--- src/rtl/fetch_pkg.sv ---
// Shared types for the instruction-fetch sequencer: FSM states, buffer entry layout,
// and the fetch stride.
package fetch_pkg;

  typedef enum logic [1:0] {
    ST_BOOT,
    ST_RUN,
    ST_HALT
  } fetch_state_e;

  typedef struct packed {
    logic [31:0] pc;
    logic [31:0] inst;
  } fetch_entry_t;

  localparam int unsigned INST_BYTES = 4;

endpackage

--- src/rtl/fetch_buf.sv ---
// Prefetch FIFO of fetched {pc, inst} entries with push/pop/flush and occupancy count.
// The head output reads as zero while the FIFO is empty.
module fetch_buf
  import fetch_pkg::*;
#(
  parameter int unsigned BUF_DEPTH = 2
) (
  input  logic                         clk_i,
  input  logic                         rst_i,
  input  logic                         i_push,
  input  logic                         i_pop,
  input  logic                         i_flush,
  input  fetch_entry_t                 i_wdata,
  output fetch_entry_t                 o_rdata,
  output logic [$clog2(BUF_DEPTH):0]   o_count
);

  localparam int unsigned PW = $clog2(BUF_DEPTH);
  localparam int unsigned CW = PW + 1;

  fetch_entry_t      r_mem [BUF_DEPTH];
  logic [PW-1:0]     r_wr_ptr;
  logic [PW-1:0]     r_rd_ptr;
  logic [CW-1:0]     r_count;

  always_ff @(posedge clk_i) begin
    if (i_push && !i_flush) begin
      r_mem[r_wr_ptr] <= i_wdata;
    end
  end

  // Pointers wrap naturally because the depth is a power of two.
  always_ff @(posedge clk_i or posedge rst_i) begin
    if (rst_i) begin
      r_wr_ptr <= '0;
      r_rd_ptr <= '0;
      r_count  <= '0;
    end else if (i_flush) begin
      r_wr_ptr <= '0;
      r_rd_ptr <= '0;
      r_count  <= '0;
    end else begin
      if (i_push) r_wr_ptr <= r_wr_ptr + PW'(1);
      if (i_pop)  r_rd_ptr <= r_rd_ptr + PW'(1);
      case ({i_push, i_pop})
        2'b10:   r_count <= r_count + CW'(1);
        2'b01:   r_count <= r_count - CW'(1);
        default: r_count <= r_count;
      endcase
    end
  end

  assign o_rdata = (r_count != '0) ? r_mem[r_rd_ptr] : '0;
  assign o_count = r_count;

endmodule

--- src/rtl/imem_fetch_ctrl.sv ---
// Instruction-fetch sequencer: owns the fetch PC, drives instruction-memory addresses,
// buffers returned words with their PCs and hands them to decode via valid/ready.
module imem_fetch_ctrl
  import fetch_pkg::*;
#(
  parameter int unsigned IMEM_W    = 13,
  parameter logic [31:0] RESET_PC  = 32'h0000_0000,
  parameter int unsigned BUF_DEPTH = 2
) (
  input  logic              clk_i,
  input  logic              rst_i,
  input  logic              fetch_en_i,
  input  logic              redirect_valid_i,
  input  logic [31:0]       redirect_pc_i,
  output logic [IMEM_W-1:0] imem_addr_o,
  input  logic [31:0]       imem_rdata_i,
  output logic              inst_valid_o,
  input  logic              inst_ready_i,
  output logic [31:0]       inst_o,
  output logic [31:0]       inst_pc_o
);

  localparam int unsigned CW = $clog2(BUF_DEPTH) + 1;
  localparam logic [CW-1:0] FULL_C = CW'(BUF_DEPTH);

  fetch_state_e  r_state;
  fetch_state_e  w_state_next;
  logic          w_fetch_phase;
  logic [31:0]   r_pc;
  logic [31:0]   w_redirect_pc;
  logic          w_push;
  logic          w_pop;
  logic [CW-1:0] w_count;
  fetch_entry_t  w_wdata;
  fetch_entry_t  w_head;

  always_ff @(posedge clk_i or posedge rst_i) begin
    if (rst_i) r_state <= ST_BOOT;
    else       r_state <= w_state_next;
  end

  always_comb begin
    w_state_next = r_state;
    case (r_state)
      ST_BOOT: w_state_next = fetch_en_i ? ST_RUN : ST_HALT;
      ST_RUN:  if (!fetch_en_i) w_state_next = ST_HALT;
      ST_HALT: if (fetch_en_i)  w_state_next = ST_RUN;
      default: w_state_next = ST_BOOT;
    endcase
  end

  always_comb begin
    w_fetch_phase = (r_state == ST_RUN);
  end

  assign w_redirect_pc = redirect_pc_i & ~32'h0000_0003;

  // Redirect outranks everything: it masks valid (so no pop) and suppresses push.
  assign inst_valid_o = (w_count != '0) && !redirect_valid_i;
  assign w_pop        = inst_valid_o && inst_ready_i;
  assign w_push       = w_fetch_phase && fetch_en_i && !redirect_valid_i &&
                        ((w_count < FULL_C) || w_pop);

  always_ff @(posedge clk_i or posedge rst_i) begin
    if (rst_i)                 r_pc <= RESET_PC;
    else if (redirect_valid_i) r_pc <= w_redirect_pc;
    else if (w_push)           r_pc <= r_pc + 32'(INST_BYTES);
  end

  assign imem_addr_o = r_pc[IMEM_W-1:0];
  assign w_wdata     = '{pc: r_pc, inst: imem_rdata_i};

  fetch_buf #(
    .BUF_DEPTH (BUF_DEPTH)
  ) u_buf (
    .clk_i   (clk_i),
    .rst_i   (rst_i),
    .i_push  (w_push),
    .i_pop   (w_pop),
    .i_flush (redirect_valid_i),
    .i_wdata (w_wdata),
    .o_rdata (w_head),
    .o_count (w_count)
  );

  assign inst_o    = w_head.inst;
  assign inst_pc_o = w_head.pc;

endmodule

--- config.mk ---
export PLATFORM = sky130hd
export DESIGN_NAME = imem_fetch_ctrl
export DESIGN_NICKNAME = d
export VERILOG_FILES = /design/src/rtl/fetch_pkg.sv /design/src/rtl/fetch_buf.sv /design/src/rtl/imem_fetch_ctrl.sv
export SDC_FILE = /design/constraint.sdc
export NUM_CORES = 1
export LEC_CHECK = 0
export ABC_CLOCK_PERIOD_IN_PS = 4000
export BUFFER_PORTS_ARGS = -buffer_cell sky130_fd_sc_hd__buf_2
export CAP_MARGIN = 20
export CORE_ASPECT_RATIO = 1.2
export CORE_MARGIN = 1.5
export CORE_UTILIZATION = 49
export DETAILED_ROUTE_END_ITERATION = 10
export GPL_ROUTABILITY_DRIVEN = 0
export GPL_TIMING_DRIVEN = 0
export PLACE_DENSITY = 0.78
export SLEW_MARGIN = 25
export SYNTH_ARGS = -nofsm -noshare
export SYNTH_HDL_FRONTEND = slang
export SYNTH_SLANG_ARGS = --single-unit
--- constraint.sdc ---
create_clock -name clk_i -period 4 [get_ports clk_i]
set_clock_uncertainty 0.2 [all_clocks]
set_input_delay 0.2 -clock clk_i [delete_from_list [all_inputs] [get_ports clk_i]]
set_output_delay 0.2 -clock clk_i [all_outputs]
set_load 0.05 [all_outputs]
==> impl_metrics.yaml <==
pwr:
  p_leak_uw: 0.00356
  ir_worst_vdd_v: 0.000268
  power.density_mw_per_mm2: 421
critical_path:
  r2r-start: "r_pc[2]$_DFFE_PP0P_"
  worst-setup-path-type: "flop to flop"
  r2r_end: "r_pc[14]$_DFFE_PP0P_"
  critPathLaunch: "r_pc[2]$_DFFE_PP0P_"
  critPathArrivalTime_ps: 3230
  worstPathRequired_ps: 4150
  cp_max_fo: 8
  cp-start-kind: "flop"
  r2r_slack_ps: 920
  end_kind: "flop"
  r2r_cells: 6
global_routing:
  grt.total_usage_pct: 22.2
  grt_max_degree: 37
  grt_pass1_vias: 5112
  antenna_found_initial: 0
  grt_pass1_wl_mm: 25.5
  grt_overflow: 0
cts:
  cts_resized: 0
  clk_path_buf_depth: 2
  cts_post_setup_buffers_inserted: 0
  numCtsBuffers: 17
  cts_root_buf: "clkbuf_16"
  cts_htree_levels: 4
  postCtsHoldBufs: 68
  path_clk_slew_ps: 70
  cts_sinks: 160
  tritoncts: "yes"
  clock_latency_ps: 410
yosys:
  yosys.area.top_type_share_pct: 54.2
  postSynthAreaPerCell_um2: 13.2
  yosysMostFrequentCell: "edfxtp_1"
  synth_flop_cell: "edfxtp_1"
  synthTopCellsByCount: "edfxtp_1, nor2_1, mux2i_1, nand2_1, dfrtp_1"
  synth_async_sr_flop_share_pct: 22.5
  yosys.area.top_type: "edfxtp_1"
  synth_area_mm2: 0.00687
  synth_edf_count: 124
  yosys_warnings: 0
  seq_area_frac_synth_pct: 67.3
  syn_inst: 522
  ys_ff_latch: 160
  ys_top_cells_by_area: "edfxtp_1, dfrtp_1, mux2i_1"
  yosysUniqueCellTypes: 48
detailed_routing:
  antenna_left: 0
  wl_mm: 16.1
  drc_errors: 0
  first_iter_violations: 430
  drt_first_pass_iters: 5
  drt-wirelength-per-cell_um: 17.2
  vias: 5131
  vias_per_cell: 5.47
worst_hold_path:
  hold_start: "redirect_valid_i"
  worstHoldPathType: "input port to flop"
  hold_path_depth: 4
  hold_end: "r_pc[27]$_DFFE_PP0P_"
floorplan:
  initial_core_util_pct: 50.0
  io_pins: 147
  chipHeight_um: 133
  coreArea_mm2: 0.0138
  num_rows: 47
  die-area_mm2: 0.0148
  die_x_um: 111
sta:
  fin_crit_ps: 3080
  period_share_pct: 77.0
  finalSetupViolCount: 0
  setup_slack_ps: 919
  maxSlewHeadroom_pct: 31.1
  maxSlewViolCount: 0
  fmax_ghz: 0.325
  worst_pin_slew_ps: 1030
  finalHoldViolations: 0
  final.setup.tns_ps: 0
  rsz0062_at_grt: "false"
flow_run:
  drv_cap: 0
run_status:
  status: "completed"
final_layout:
  nFillCells: 1002
  instances_no_fill: 938
  multi_input_area_mm2: 0.00200
  regArea_mm2: 0.00462
  nets: 824
  area.growth.synth_to_final_pct: 32.8
  final_util_pct: 66.3
  antenna_cells_inserted: 0
  drive_gt1_share_pct: 27.4
placement:
  pre_cts_ws_ps: 1420
  port_buffers: 139
  hpwl_mm: 10.6
  dp_cells: 838
-- how the worst max path moves through the flow --
stage                                              to  slack, ps  depth (start not counted)
after floorplan           u_buf.r_mem[0][0]$_DFFE_PP_        590                          6
after global placement    u_buf.r_mem[0][6]$_DFFE_PP_       -330                          5
after detailed placement  u_buf.r_mem[0][3]$_DFFE_PP_       1420                          7
after CTS                               inst_pc_o[31]        980                          5
after global routing             r_pc[14]$_DFFE_PP0P_        700                          7
final                            r_pc[14]$_DFFE_PP0P_        920                          6
-- report_power, final --
group          total, uW  internal [uW]  switching [uW]
logic                374            153             221
clock network       1550            873             676
registers           1920           1850            63.0
total               3840           2880             960
-- layout make-up --
cell class | instances | share of cell area [%]
sequential | 160 | 50.7
multi-input combinational | 315 | 21.9
timing repair buffer | 210 | 15.8
clock buffer | 17 | 4.66
buffer | 41 | 2.60
tap | 171 | 2.34
clock inverter | 15 | 1.66
inverter | 9 | 0.370
-- stage by stage --
step	total power (uW)	hold WS, ps	cell area [um2]
2_1_floorplan	2150	63.1	6890
3_3_place_gp	2250	189	7800
3_5_place_dp	2270	192	7870
4_1_cts	3860	91.4	9130
5_1_grt	3950	142	9130
6_report	3840	110	9130
-- critical path: stages (launching register included) --
cell and delay (ps):
dfrtp_1 500, ha_1 240, nand3_1 130, nor2_1 490
nand3_1 390, o311ai_0 440, dlygate4sd3_1 620
-- state kept, by name (all words and copies together), names as in the netlist --
name / flops
u_buf.r_mem: 124
r_pc: 30
r_state: 2
u_buf.o_count: 2
u_buf.r_rd_ptr: 1
u_buf.r_wr_ptr: 1
-- per-layer routing --
layer | global-route usage (%) | vias up | share of wire (%)
met1 | 26.5 | 2472 | 39
li1 | - | 2380 | -
met5 | 0 | - | 0
met3 | 4.08 | 39 | 5.8
met2 | 39.6 | 240 | 53
met4 | 9.21 | 0 | 2.4
-- cell families after synthesis --
logic type | share of synthesized area [%]
AOI/OAI and AO/OA | 6.90
xor gates and xnor gates | 0.510
adders and majority gates | 0.182
buffers and inverters | 3.95
DFF | 67.3
muxes | 9.61
other | 0.0546
and+or+nand+nor | 11.5
-- layout by cell type (no fill, tap or decap), drive strengths merged, types with 3 or more instances in the layout --
| cell type | synthesis | final |
|---|---|---|
| clkbuf | 14 | 31 |
| nor3 | 5 | 5 |
| dfrtp | 36 | 36 |
| clkinvlp | 0 | 4 |
| o21ai | 22 | 22 |
| nor2 | 86 | 86 |
| conb | 1 | 4 |
| a32oi | 4 | 4 |
| nor4 | 3 | 3 |
| a41oi | 4 | 4 |
| buf | 27 | 169 |
| nor2b | 4 | 4 |
| mux2i | 66 | 66 |
| dlygate4sd3 | 0 | 68 |
| nand3 | 16 | 16 |
| and2 | 4 | 4 |
| o211ai | 5 | 5 |
| xor2 | 3 | 3 |
| nand4 | 7 | 7 |
| clkinv | 0 | 4 |
| inv | 9 | 15 |
| nand2 | 39 | 39 |
| a21oi | 8 | 8 |
| edfxtp | 124 | 124 |
| o311ai | 13 | 13 |
No activity file was read; power rests on OpenSTA's default activity.
